==> src/rtl/mmio_uart_tx.sv <==
// MMIO transmit-only UART: 16-byte register window feeding a byte FIFO and an 8N1 serializer.
// Optional even-parity bit (8E1) when UART_TX_PARITY_EN is defined; register writes are never stalled, overflowing pushes are dropped.
module mmio_uart_tx #(
    parameter logic [31:0] BASE_ADDR  = 32'h0000_1000,
    parameter logic [15:0] CLK_DIV    = 16'd868,
    parameter int          FIFO_DEPTH = 8
) (
    input  logic        clk,
    input  logic        reset,
    input  logic        WE,
    input  logic [31:0] A,
    input  logic [31:0] WD,
    output logic [31:0] RD,
    output logic        tx,
    output logic        irq
);
    localparam int PW = $clog2(FIFO_DEPTH);
    localparam int CW = PW + 1;

    typedef enum logic [2:0] {
        S_IDLE,
        S_START,
        S_DATA,
`ifdef UART_TX_PARITY_EN
        S_PARITY,
`endif
        S_STOP
    } state_t;

    state_t        state_q, state_d;
    logic [15:0]   div_q, div_d;
    logic [15:0]   div_lat_q, div_lat_d;
    logic [15:0]   timer_q, timer_d;
    logic [7:0]    shift_q, shift_d;
    logic [2:0]    bit_idx_q, bit_idx_d;
    logic          ovf_q, ovf_d;
    logic [PW-1:0] wr_ptr_q, wr_ptr_d;
    logic [PW-1:0] rd_ptr_q, rd_ptr_d;
    logic [CW-1:0] count_q, count_d;
    logic [7:0]    mem_q [FIFO_DEPTH];
`ifdef UART_TX_PARITY_EN
    logic          par_q, par_d;
`endif

    logic       sel;
    logic [1:0] off;
    logic       wr_tx, wr_st, wr_div;
    logic       full, empty, push, pop, busy;
    logic       unused_bits;

    assign sel         = (A[31:4] == BASE_ADDR[31:4]);
    assign off         = A[3:2];
    assign wr_tx       = WE && sel && (off == 2'd0);
    assign wr_st       = WE && sel && (off == 2'd1);
    assign wr_div      = WE && sel && (off == 2'd2);
    assign full        = (count_q == CW'(FIFO_DEPTH));
    assign empty       = (count_q == '0);
    assign push        = wr_tx && !full;
    assign busy        = (state_q != S_IDLE);
    assign irq         = empty && !busy;
    assign unused_bits = ^{WD[31:16], A[1:0]};

    always_comb begin
        RD = 32'd0;
        if (sel) begin
            unique case (off)
                2'd1:    RD = {23'd0, 5'(count_q), ovf_q, busy, empty, full};
                2'd2:    RD = {16'd0, div_q};
                default: RD = 32'd0;
            endcase
        end
    end

    always_comb begin
        tx = 1'b1;
        unique case (state_q)
            S_START: tx = 1'b0;
            S_DATA:  tx = shift_q[0];
`ifdef UART_TX_PARITY_EN
            S_PARITY: tx = par_q;
`endif
            default: tx = 1'b1;
        endcase
    end

    always_comb begin
        div_d = div_q;
        ovf_d = ovf_q;
        if (wr_div) div_d = (WD[15:0] == 16'd0) ? 16'd1 : WD[15:0];
        if (wr_st && WD[3]) ovf_d = 1'b0;
        if (wr_tx && full) ovf_d = 1'b1;
    end

    // Every state lasts div_lat cycles: the timer is reloaded with div_lat-1 on entry.
    always_comb begin
        state_d   = state_q;
        div_lat_d = div_lat_q;
        timer_d   = timer_q;
        shift_d   = shift_q;
        bit_idx_d = bit_idx_q;
`ifdef UART_TX_PARITY_EN
        par_d     = par_q;
`endif
        pop       = 1'b0;
        unique case (state_q)
            S_IDLE: begin
                if (!empty) pop = 1'b1;
            end
            S_START: begin
                if (timer_q == 16'd0) begin
                    state_d   = S_DATA;
                    timer_d   = div_lat_q - 16'd1;
                    bit_idx_d = 3'd0;
                end else begin
                    timer_d = timer_q - 16'd1;
                end
            end
            S_DATA: begin
                if (timer_q == 16'd0) begin
                    timer_d = div_lat_q - 16'd1;
                    shift_d = shift_q >> 1;
                    if (bit_idx_q == 3'd7) begin
`ifdef UART_TX_PARITY_EN
                        state_d = S_PARITY;
`else
                        state_d = S_STOP;
`endif
                    end else begin
                        bit_idx_d = bit_idx_q + 3'd1;
                    end
                end else begin
                    timer_d = timer_q - 16'd1;
                end
            end
`ifdef UART_TX_PARITY_EN
            S_PARITY: begin
                if (timer_q == 16'd0) begin
                    state_d = S_STOP;
                    timer_d = div_lat_q - 16'd1;
                end else begin
                    timer_d = timer_q - 16'd1;
                end
            end
`endif
            S_STOP: begin
                if (timer_q == 16'd0) begin
                    if (!empty) pop = 1'b1;
                    else state_d = S_IDLE;
                end else begin
                    timer_d = timer_q - 16'd1;
                end
            end
            default: state_d = S_IDLE;
        endcase
        // Frame start: the divisor is frozen here so mid-frame DIV writes only affect later frames.
        if (pop) begin
            state_d   = S_START;
            div_lat_d = div_q;
            timer_d   = div_q - 16'd1;
            shift_d   = mem_q[rd_ptr_q];
`ifdef UART_TX_PARITY_EN
            par_d     = ^mem_q[rd_ptr_q];
`endif
        end
    end

    always_comb begin
        wr_ptr_d = push ? wr_ptr_q + PW'(1) : wr_ptr_q;
        rd_ptr_d = pop  ? rd_ptr_q + PW'(1) : rd_ptr_q;
        unique case ({push, pop})
            2'b10:   count_d = count_q + CW'(1);
            2'b01:   count_d = count_q - CW'(1);
            default: count_d = count_q;
        endcase
    end

    always_ff @(posedge clk) begin
        if (push) mem_q[wr_ptr_q] <= WD[7:0];
    end

    always_ff @(posedge clk or negedge reset) begin
        if (!reset) begin
            state_q   <= S_IDLE;
            div_q     <= CLK_DIV;
            div_lat_q <= CLK_DIV;
            timer_q   <= 16'd0;
            shift_q   <= 8'd0;
            bit_idx_q <= 3'd0;
            ovf_q     <= 1'b0;
            wr_ptr_q  <= '0;
            rd_ptr_q  <= '0;
            count_q   <= '0;
`ifdef UART_TX_PARITY_EN
            par_q     <= 1'b0;
`endif
        end else begin
            state_q   <= state_d;
            div_q     <= div_d;
            div_lat_q <= div_lat_d;
            timer_q   <= timer_d;
            shift_q   <= shift_d;
            bit_idx_q <= bit_idx_d;
            ovf_q     <= ovf_d;
            wr_ptr_q  <= wr_ptr_d;
            rd_ptr_q  <= rd_ptr_d;
            count_q   <= count_d;
`ifdef UART_TX_PARITY_EN
            par_q     <= par_d;
`endif
        end
    end
endmodule

==> config.mk <==
export PLATFORM = sky130hd
export DESIGN_NAME = mmio_uart_tx
export DESIGN_NICKNAME = d
export VERILOG_FILES = /design/src/rtl/mmio_uart_tx.sv
export SDC_FILE = /design/constraint.sdc
export NUM_CORES = 1
export LEC_CHECK = 0
export BUFFER_PORTS_ARGS = -buffer_cell sky130_fd_sc_hd__buf_2
export CAP_MARGIN = 20
export CORE_MARGIN = 2
export CORE_UTILIZATION = 35
export CTS_BUF_LIST = sky130_fd_sc_hd__clkbuf_8
export CTS_CLUSTER_DIAMETER = 30
export DETAILED_ROUTE_END_ITERATION = 10
export PLACE_DENSITY = 0.66
export SYNTH_ARGS = -nofsm -noshare
export SYNTH_HDL_FRONTEND = slang
export SYNTH_SLANG_ARGS = --single-unit
==> constraint.sdc <==
create_clock -name clk -period 2.7 [get_ports clk]
set_input_delay 0.135 -clock clk [delete_from_list [all_inputs] [get_ports clk]]
set_output_delay 0.135 -clock clk [all_outputs]
set_load 0.1 [all_outputs]
# Word-level counts from Yosys, hierarchy flattened

Memories as Yosys holds them, arrays and structs flattened.
Index checks and enable logic that the tools add are counted.
W data, S select, Z words.

Register bits after elaboration: 73
Memory bits (writable): 64
Output and inout port bits: 34
Logic and storage cells: 96
Memories: 1

Memories:

| memory | words | bits a word | rd ports | clocked after Yosys merged registers in | write ports | RTL line | RTL |
|---|---|---|---|---|---|---|---|
| mem_q  | 8     | 8           | 1        | 0                                       | 1           | 40       | `logic [7:0] mem_q [FIFO_DEPTH];` |

Add/subtract/negate cells: 8
Equal/unequal tests: 20
Multiplexer cells: 30
Reduce and logical (&&, ||, !) cells: 27

Operators with widths:

| kind                    | number |
|---|---|
| $mux W16                | 4 |
| $pmux W16 S2            | 2 |
| $sub A16 B1 Y16 const B | 3 |
| $logic_not A16 Y1       | 2 |
| $mux W32                | 1 |
| $eq A28 B9 Y1 const B   | 1 |
| $mux W3                 | 9 |
| $mux W8                 | 3 |
| $ne A3 B3 Y1 const B    | 6 |
| $pmux W3 S4             | 1 |
| $reduce_bool A2 Y1      | 5 |
| $add A3 B1 Y3 const B   | 3 |
| $logic_and A1 B1 Y1     | 8 |
| $ne A2 B2 Y1 const B    | 4 |
| $pmux W4 S2             | 1 |
| $eq A3 B2 Y1 const B    | 2 |
| $mux W1                 | 6 |
| $pmux W3 S2             | 1 |
| $reduce_and A6 Y1       | 1 |
| $reduce_bool A3 Y1      | 2 |
| $add A4 B1 Y4 const B   | 1 |
| $eq A2 B1 Y1 const B    | 2 |
| $eq A2 B2 Y1 const B    | 2 |
| $eq A4 B4 Y1 const B    | 1 |
| 11 further kinds        | 14 |

# Depth between registers and ports, before layout

Gate-level depths: netlist of run 1.

Depth after elaboration: 6
Depth in mapped cells: 14
Mapped depth without buffers: 13

# Worst setup path before layout of run 1

No wires, ideal clock.

Path kind: register -> register
Start point: reg state_q[0]
End point: reg count_q[2]
Setup time: 0.132 ns
Data arrival time: 2.774 ns
Required time: 2.568 ns
Path slack: -0.206 ns
Cell stages (with the launch flop): 14
Clock period less this slack: 2.906 ns
Path through: dfrtp_1 -> inv_1 -> ha_1 -> or3_1 -> a21boi_2 -> inv_1 -> clkbuf_1 -> ha_1 -> xor2_1 -> ha_1 -> a21oi_1 -> xor2_1 -> nor2_1 -> xor2_1

Cells in the longest elaborated chain, start to end: 4
Elaborated cells between the ends (all ways): 7
Those cells by class: eq/ne (3); mux (2); reduce/logical (2)

RTL lines:

| what                                              | RTL line | RTL |
|---|---|---|
| start: declaration                                | 30       | `state_t state_q, state_d;` |
| start signal: assignment                          | 197      | `state_q <= state_d;` |
| $eq A3 B2 Y1 or $logic_not A3 Y1 (tied branches)  | 105      | `unique case (state_q)` |
| $pmux W1 S2 (*)                                   | 105      |  |
| $eq A2 B1 Y1 or $eq A2 B2 Y1 (tied branches)      | 170      | `unique case ({push, pop})` |
| $pmux W4 S2 or $reduce_bool A2 Y1 (tied branches) | -        |  |
| end signal: assignment                            | 206      | `count_q <= count_d;` |
| end: declaration                                  | 39       | `logic [CW-1:0] count_q, count_d;` |

Every way passes the cells marked *; elsewhere a longest branch is shown, timed or not.
A chain may end at the register's enable or synchronous reset.

# Worst setup path in the final report of run 1

Start point: reg state_q[1]
End point: reg count_q[2]

The elaborated chain is that of the path after synthesis.

==> impl_metrics.ini, run 1 <==
[critical_path]
crit_path_max_incr_delay_ns = 0.44
cp_common_cell = xor2_1
cpMaxStageDelayCell = or3_1
crit_required_ns = 3.02
crit_arrival_ns = 2.84
cpLargestDelayFamily = adder cells
worst-r2r-cell-count = 12
critPathBufInv = 2
path_cells = inv_1 -> ha_1 -> or3_1 -> a21boi_4 -> inv_2 -> ha_2 -> xor2_1 -> ha_1 -> a21oi_1 -> xor2_1 -> nor2_1 -> xor2_1
cp-start-kind = flop
rr_endpoint = count_q[2]$_DFFE_PN0P_
cp_max_fo = 4
crit_path_end_kind = flop
rr_startpoint = state_q[1]$_DFFE_PN0P_
rrSetupSlack_ns = 0.18
crit_type = reg2reg

[yosys]
syn-cell-area_um2 = 7080
syn_inst = 630
ys.flop_type = edfxtp_1
async_reset_ff_share_pct = 52.9
ys_ff_latch = 136
seq_area_frac_synth_pct = 52.8
yosysWarnings = 0
synth_edf_count = 64
avgSynthCellArea_um2 = 11.2
netlist-cell-type-count = 58

[route]
post_drt_wl_per_cell_um = 15.6
firstDrtPassIters = 5
drc = 0
viasPerCell = 5.02
totalWireLength_um = 15700
detail-route-antenna-nets = 0
via_count = 5047
first_iter_violations = 251

[floorplanning]
die_h_um = 146
io-pin-count = 101
rows = 52
initial_core_util_pct = 35.3
die_area_um2 = 21400
dieWidth_um = 146
core-area_um2 = 20000

[cells_and_area]
nNetsFinal = 808
area_growth_pct = 17.7
drive_gt1_share_pct = 26.1
final_core_util_pct = 41.6
diodes = 0

[sta]
maxSlewViolCount = 0
grt_setup_unrepaired = false
fin_crit_sh_pct = 93.3
slew_headroom_pct = 36.3
hold_viol_final = 0
finalClockSkew_ns = 0.0179
period_needed_ns = 2.52
tightest_slew_ns = 0.955
max_freq_mhz = 397
setup_viol = 0
final.setup.tns_ns = 0
hold-worst-slack_ns = 0.0244

[placement]
dp_hpwl_um = 11000
portBuffers = 66
gp_congestion = 0.826

[clock_network]
htreeDepth = 4
post_cts_buffers = 0
cts_tree = built
cts_sinks = 136
insertion_delay_ns = 0.44
root_buffer = clkbuf_8
path_clk_slew_ns = 0.10
clock_path_buffers = 2
numCtsBuffers = 17

[status]
run_status = finished clean

[job]
drv_cap = 0

[worst_hold_path]
worstHoldStart = WD[7]
min_path_cells = 1
worst_hold_path.endpoint = mem_q[2][7]$_DFFE_PP_
hold_class = in2reg

[global_route]
antenna_found_initial = 0
grt_overflow_total = 0
grt_max_degree = 73
grt_pass1_vias = 5083
grt_pass1_wl_um = 26000
grt_usage_pct = 15.3

[power]
peakVddDrop_mv = 0.351
leakagePower_nw = 3.59
power_density_nw_per_um2 = 486
report_power, final:
| part | switching (mW) | internal [mW] |
|---|---|---|
| combinational | 0.176 | 0.0525 |
| sequential | 0.00376 | 2.17 |
| clock | 0.861 | 0.779 |
metrics by stage:
step,power (mW),worst slack (ns),instance area (um2),std cells
after floorplan,2.37,0.0145,7150,645
after global placement,2.44,0.134,7820,963
after detailed placement,2.44,0.108,7820,963
after CTS,4.08,0.0990,8320,1006
after global routing,4.20,0.0300,8330,1006
final,4.05,0.181,8330,1006
cells in the final DEF (no fill, tap or decap), drive strengths merged, types with 10 or more instances in the layout:
| cell | synthesis | routed |
|---|---|---|
| a21oi | 16 | 16 |
| a22oi | 12 | 12 |
| and3 | 12 | 12 |
| buf | 32 | 100 |
| clkbuf | 20 | 18 |
| conb | 1 | 16 |
| dfrtp | 62 | 62 |
| dfstp | 10 | 10 |
| dlygate4sd3 | 0 | 11 |
| edfxtp | 64 | 64 |
| ha | 18 | 18 |
| inv | 18 | 26 |
| mux2 | 18 | 18 |
| mux4 | 16 | 16 |
| nand2 | 91 | 91 |
| nor2 | 38 | 38 |
| nor2b | 11 | 11 |
| nor3 | 16 | 16 |
| nor4 | 19 | 19 |
| o21ai | 20 | 20 |
| xnor2 | 20 | 20 |
| xor2 | 19 | 19 |
registers in the layout, summed over array words and instances, names as in the netlist, 3 cells and up:
signal,count
div_lat_q,16
rd_ptr_q,3
bit_idx_q,3
shift_q,8
timer_q,16
mem_q,64
count_q,4
wr_ptr_q,3
div_q,16
worst register-to-register path, stage by stage (launching register included):
cell      delay [ns]
dfrtp_1         0.38
inv_1           0.09
ha_1            0.32
or3_1           0.44
a21boi_4        0.18
inv_2           0.09
ha_2            0.19
xor2_1          0.07
ha_1            0.17
a21oi_1         0.14
xor2_1          0.15
nor2_1          0.06
xor2_1          0.13
cell type report:
cell class	count	area (um2)
tap	270	338
clock buffer	18	248
timing repair buffer	111	723
sequential	136	3740
inverter	18	67.6
fill	1941	11700
clock inverter	14	141
multi-input combinational	439	3080
how the worst max path moves through the flow:
stage / from / to / slack (ns) / depth (start not counted)
global route: state_q[1]$_DFFE_PN0P_ / count_q[2]$_DFFE_PN0P_ / 0.03 / 12
finish: state_q[1]$_DFFE_PN0P_ / count_q[2]$_DFFE_PN0P_ / 0.18 / 12
global placement: count_q[0]$_DFFE_PN0P_ / count_q[2]$_DFFE_PN0P_ / 0.13 / 12
detailed placement: state_q[1]$_DFFE_PN0P_ / count_q[2]$_DFFE_PN0P_ / 0.11 / 12
CTS: state_q[1]$_DFFE_PN0P_ / count_q[2]$_DFFE_PN0P_ / 0.1 / 12
floorplan: state_q[0]$_DFFE_PN0P_ / count_q[2]$_DFFE_PN0P_ / 0.01 / 13
routing by layer:
| metal | global-route usage [%] | up-vias | share of wire, % |
|---|---|---|---|
| met2 | 25.0 | 129 | 48 |
| li1 | - | 2447 | - |
| met5 | 0 | - | 0 |
| met4 | 4.85 | 0 | 1.3 |
| met1 | 20.7 | 2457 | 46 |
| met3 | 2.69 | 14 | 3.9 |
cells by family (layout without fill, tap and decap cells):
| group | Yosys count | count (layout) | synth area share [%] |
|---|---|---|---|
| xor+xnor | 39 | 39 | 4.82 |
| flops | 136 | 136 | 52.8 |
| buf+inv | 70 | 161 | 4.84 |
| fa+ha+maj | 18 | 18 | 3.18 |
| mux | 35 | 35 | 8.09 |
| compound gates | 102 | 102 | 9.98 |
| simple gates | 229 | 229 | 16.3 |
| other cells | 1 | 16 | 0.0530 |
synthesized netlist by cell type (13+ instances only):
cell type	number	area share (%)
nand2_1	91	4.8
edfxtp_1	64	27
dfrtp_1	62	22
nor2_1	37	2.0
clkbuf_1	20	1.1
o21ai_0	20	1.4
xnor2_1	20	2.5
xor2_1	19	2.3
ha_1	18	3.2
inv_1	18	0.95
mux2_2	18	2.9
buf_4	17	1.8
nor4_1	17	1.5
a21oi_1	16	1.1
mux4_2	16	5.1
buf_2	13	0.92
nor3_1	13	0.92
timing repair:
item / in CTS / in global routing
hold buffers: 11 / 0
resized for setup: 0 / 3
hold endpoints to repair: 75 / 0
endpoints found under the setup margin: 0 / 2
No activity file was read; power rests on OpenSTA's default activity.
==> inputs of run 2 (changes only) <==
--- a/config.mk
+++ b/config.mk
@@ -12,7 +12,7 @@
 export CTS_BUF_LIST = sky130_fd_sc_hd__clkbuf_8
 export CTS_CLUSTER_DIAMETER = 30
 export DETAILED_ROUTE_END_ITERATION = 10
-export PLACE_DENSITY = 0.66
+export PLACE_DENSITY_LB_ADDON = 0.25
 export SYNTH_ARGS = -nofsm -noshare
 export SYNTH_HDL_FRONTEND = slang
 export SYNTH_SLANG_ARGS = --single-unit
==> run 2 against run 1 <==
Compared with the run above:
- total power rose by 0.56%
- hold slack improved by 0.0040 ns
- register-to-register slack got worse by 0.04 ns
- clock skew fell by 0.0083 ns
- design area rose by 0.33%
- combinational power rose by 3%
- largest cell class unchanged
- fmax fell by 1.6%
- non-clock buffer count rose by 2
- first-iteration DRC count rose by 36%
- sequential power barely moved
==> impl_metrics.ini, run 2 (synthesis gave the netlist of run 1 again) <==
[route]
detail-route-antenna-nets = 0
via_count = 5191
drc = 0
totalWireLength_um = 16700
viasPerCell = 5.15
firstDrtPassIters = 7
first_iter_violations = 341
post_drt_wl_per_cell_um = 16.6

[power]
leakagePower_nw = 3.60
power_density_nw_per_um2 = 487
p_total_mw = 4.07
peakVddDrop_mv = 0.273

[cells_and_area]
top_register = mem_q
diodes = 0
drive_gt1_share_pct = 26.3
nNetsFinal = 810
nFillCells = 1952
final_common_cell = nand2_1
mostFrequentLayoutCells = nand2_1, buf_2, edfxtp_1
largest_reg_flops = 64
area_growth_pct = 18.0

[floorplanning]
core-area_um2 = 20000
dieWidth_um = 146
die_area_um2 = 21400
die_h_um = 146
rows = 52
io-pin-count = 101
initial_core_util_pct = 35.3

[clock_network]
clock_path_buffers = 2
cts_sinks = 136
htreeDepth = 4
root_buffer = clkbuf_8
path_clk_slew_ns = 0.08
cts_tree = built
numCtsBuffers = 17
insertion_delay_ns = 0.45

[sta]
tightest_slew_ns = 0.880
hold_viol_final = 0
setup_viol = 0
grt_setup_unrepaired = false
fin_crit_sh_pct = 94.8
slew_headroom_pct = 41.1
maxSlewViolCount = 0
final.setup.tns_ns = 0
finalClockSkew_ns = 0.00965
max_freq_mhz = 391
period_needed_ns = 2.56

[global_route]
grt_max_degree = 47
grt_overflow_total = 0
grt_pass1_vias = 5156
grt_pass1_wl_um = 27400
grt_usage_pct = 16.4
antenna_found_initial = 0

[critical_path]
crit_required_ns = 3.06
crit_arrival_ns = 2.92
crit_type = reg2reg
cp_max_fo = 4
crit_path_end_kind = flop
cp-start-kind = flop

[worst_hold_path]
hold_class = in2reg

[status]
run_status = finished clean

[job]
drv_cap = 0

[placement]
portBuffers = 66
gp_congestion = 0.832
dp_hpwl_um = 12000
-- run 2: cell type report --
class / instances / area [um2] / area share (%)
Inverter: 18 / 67.6 / 0.808
Clock buffer: 19 / 262 / 3.13
Tap cell: 270 / 338 / 4.04
Multi-Input combinational cell: 439 / 3090 / 37.0
Sequential cell: 136 / 3740 / 44.7
Timing Repair Buffer: 113 / 728 / 8.71
Clock inverter: 13 / 138 / 1.65
-- run 2: layer usage --
layer / vias up / global-route usage (%) / wire [um]
li1: 2455 / - / -
met1: 2544 / 21.9 / 7550
met2: 168 / 26.3 / 8010
met3: 24 / 3.72 / 875
met4: 0 / 6.02 / 295
met5: - / 0 / 0
-- run 2: path summary, 6_finish.rpt --
| kind | slack, ns | start | to | cells after the start |
|---|---|---|---|---|
| min in group asynchronous | 0.25 | reset | div_q[11]$_DFFE_PN0P_ | 2 |
| worst max-delay path | 0.14 | state_q[1]$_DFFE_PN0P_ | count_q[3]$_DFFE_PN0P_ | 11 |
| worst max register to register | 0.14 | state_q[1]$_DFFE_PN0P_ | count_q[3]$_DFFE_PN0P_ | 11 |
| worst min register to register | 0.49 | div_lat_q[6]$_DFFE_PN1P_ | div_lat_q[6]$_DFFE_PN1P_ | 2 |
| max in group asynchronous | 1.73 | reset | div_lat_q[8]$_DFFE_PN1P_ | 3 |
| worst min-delay path | 0.03 | WD[7] | mem_q[1][7]$_DFFE_PP_ | 1 |
-- run 2: worst max-delay path, stage by stage, from the launching register on --
cell	delay [ns]
dfrtp_1	0.41
inv_1	0.10
ha_2	0.29
or3_1	0.42
a21boi_4	0.17
inv_2	0.10
ha_2	0.21
nor2b_1	0.14
a21oi_1	0.06
o32a_1	0.30
nor2_1	0.12
xor2_1	0.16
-- run 2: metrics by stage --
| stage | instance area [um2] | utilization, % | worst slack, ns | hold WS, ns | std cells |
|---|---|---|---|---|---|
| floorplan | 7150 | - | 0.0145 | -0.161 | 645 |
| global placement | 7810 | 39.0 | 0.119 | 0.172 | 963 |
| detailed placement | 7810 | 39.0 | 0.0474 | 0.180 | 963 |
| CTS | 8340 | 41.6 | 0.0299 | 0.00653 | 1008 |
| global route | 8360 | 41.7 | 0.0184 | 0.0140 | 1008 |
| finish | 8360 | 41.7 | 0.141 | 0.0283 | 1008 |
-- run 2: power by group --
| group | total (mW) | leakage [nW] | switching (mW) | internal [mW] |
|---|---|---|---|---|
| sequential | 2.18 | 1.54 | 0.00341 | 2.17 |
| combinational | 0.234 | 1.86 | 0.177 | 0.0568 |
| clock | 1.66 | 0.197 | 0.855 | 0.804 |
-- run 2: repair_timing --
| item | in CTS | in global routing |
|---|---|---|
| endpoints found under the hold margin | 50 | 0 |
| hold buffers | 13 | 0 |
| endpoints found under the setup margin | 0 | 4 |
| setup buffers | 0 | 0 |
| resized for setup | 0 | 5 |
==> inputs of run 3 (changes only) <==
==> constraint.sdc (replaced) <==
create_clock -name clk -period 3.25 [get_ports clk]
set_input_delay 0.1625 -clock clk [delete_from_list [all_inputs] [get_ports clk]]
set_output_delay 0.1625 -clock clk [all_outputs]
set_load 0.1 [all_outputs]
==> run 3 against run 2 <==
Compared with the run above:
- fmax fell by 13%
- global-route usage down 0.18 points
- critical path type unchanged
- clock skew increased by 0.0012 ns
- sequential share of layout area up 0.35 points
- clock power about the same
- flip-flop and latch count did not move
- largest power group unchanged
==> impl_metrics.ini, run 3 (synthesis gave the netlist of run 1 again) <==
[status]
run_status = finished clean

[route]
via_count = 5123
totalWireLength_um = 16800
detail-route-antenna-nets = 0
first_iter_violations = 352
viasPerCell = 5.15
drc = 0
post_drt_wl_per_cell_um = 16.9
firstDrtPassIters = 5

[power]
intPower_mw = 2.79
pwr-share-comb_pct = 5.2
leakagePower_nw = 3.58
swShare_pct = 23.9
peakVddDrop_mv = 0.301
switchingPower_mw = 0.875
seqPwrFrac_pct = 49.4
power.share.clock_pct = 45.3
power_density_nw_per_um2 = 441

[clock_network]
clock_path_buffers = 2
postCtsResizedCells = 0
post_cts_buffers = 0
numCtsBuffers = 17
cts_tree = built
root_buffer = clkbuf_8
insertion_delay_ns = 0.44
ctsHoldBuffers = 10
cts_sinks = 136
htreeDepth = 4
path_clk_slew_ns = 0.09

[cells_and_area]
area_growth_pct = 17.1
fin_cells = 995
final_common_cell = nand2_1
drive_gt1_share_pct = 24.7
mostFrequentLayoutCells = nand2_1, buf_2, edfxtp_1
nNetsFinal = 797
largest_reg_flops = 64
top_register = mem_q
diodes = 0

[placement]
dp_hpwl_um = 12100
place_ws_ns = 0.380
portBuffers = 66
gp_congestion = 0.826
dpl.cell_count = 953

[floorplanning]
io-pin-count = 101
rows = 52
core-area_um2 = 20000
die_h_um = 146
die_area_um2 = 21400
dieWidth_um = 146
initial_core_util_pct = 35.3

[critical_path]
cp_max_fo = 5
crit_type = reg2reg
cp-start-kind = flop
crit_arrival_ns = 3.27
crit_path_end_kind = flop
crit_required_ns = 3.58

[global_route]
grt_pass1_wl_um = 27200
grt_overflow_total = 0
grt_usage_pct = 16.2
grt_max_degree = 59
grt_pass1_vias = 5147
antenna_found_initial = 0

[sta]
hold-worst-slack_ns = 0.0532
finalClockSkew_ns = 0.0109
grt_setup_unrepaired = false
final.setup.tns_ns = 0
hold_viol_final = 0
slew_headroom_pct = 40.3
setup_viol = 0
setup_ws_ns = 0.307
period_needed_ns = 2.94
maxSlewViolCount = 0
tightest_slew_ns = 0.895
fin_crit_sh_pct = 90.6
max_freq_mhz = 340

[job]
drv_cap = 0

[worst_hold_path]
hold_class = in2reg
==> run 3: cell count changes in the layout (fill, tap and decap cells not counted), sizes merged, moves of 2 or more <==
cell	before	now
clkinvlp	2	0
bufinv	1	5
dlygate4sd3	13	10
buf	100	90
clkbuf	19	17
==> run 3: path summary, 6_finish.rpt <==
check                                              start                       end  slack, ns  depth (start not counted)
worst max-delay path              timer_q[0]$_DFFE_PN0P_    count_q[2]$_DFFE_PN0P_       0.31                         13
worst min-delay path                               WD[0]     mem_q[5][0]$_DFFE_PP_       0.05                          1
worst max register to register    timer_q[0]$_DFFE_PN0P_    count_q[2]$_DFFE_PN0P_       0.31                         13
worst min register to register  div_lat_q[5]$_DFFE_PN1P_  div_lat_q[5]$_DFFE_PN1P_       0.49                          2
max in group asynchronous                          reset  div_lat_q[6]$_DFFE_PN1P_       1.96                          3
min in group asynchronous                          reset     div_q[11]$_DFFE_PN0P_       0.37                          2
==> run 3: power by group through the flow <==
stage          Clock [mW]  Sequential (mW)  Combinational [mW]
2_1_floorplan           0             1.85               0.122
3_3_place_gp            0             1.85               0.180
3_5_place_dp            0             1.85               0.183
4_1_cts              1.69             1.81               0.193
5_1_grt              1.77             1.81               0.205
6_report             1.66             1.81               0.191
==> run 3: layer usage <==
layer / vias to the layer above / routed length [um] / track usage (%)
met3: 9 / 787 / 3.06
met1: 2522 / 7800 / 22.1
li1: 2438 / - / -
met5: - / 0 / 0
met2: 154 / 8120 / 26.5
met4: 0 / 136 / 4.90
==> run 3: layout make-up <==
cell class / count / area [um2]
clock inverters: 15 / 241
clock buffers: 17 / 234
multi-input cells: 439 / 3070
fillers: 1960 / 11700
well taps: 270 / 338
repair buffers: 100 / 611
flip-flops and latches: 136 / 3740
inverters: 18 / 67.6
==> run 3: per-stage QoR <==
stage / power (mW) / util [%] / instance area (um2)
4_1_cts: 3.70 / 41.4 / 8290
5_1_grt: 3.79 / 41.4 / 8290
3_5_place_dp: 2.03 / 38.5 / 7720
6_report: 3.66 / 41.4 / 8290
2_1_floorplan: 1.97 / - / 7140
3_3_place_gp: 2.03 / 38.5 / 7720
==> run 3: critical path, stage by stage, from the launching register on <==
cell	delay, ns
dfrtp_1	0.43
inv_1	0.10
ha_1	0.14
nor4b_1	0.52
and3_1	0.31
a21boi_4	0.08
inv_1	0.13
ha_1	0.27
xor2_1	0.10
ha_1	0.20
a21oi_1	0.17
xor2_1	0.20
nor2_1	0.07
xor2_1	0.14
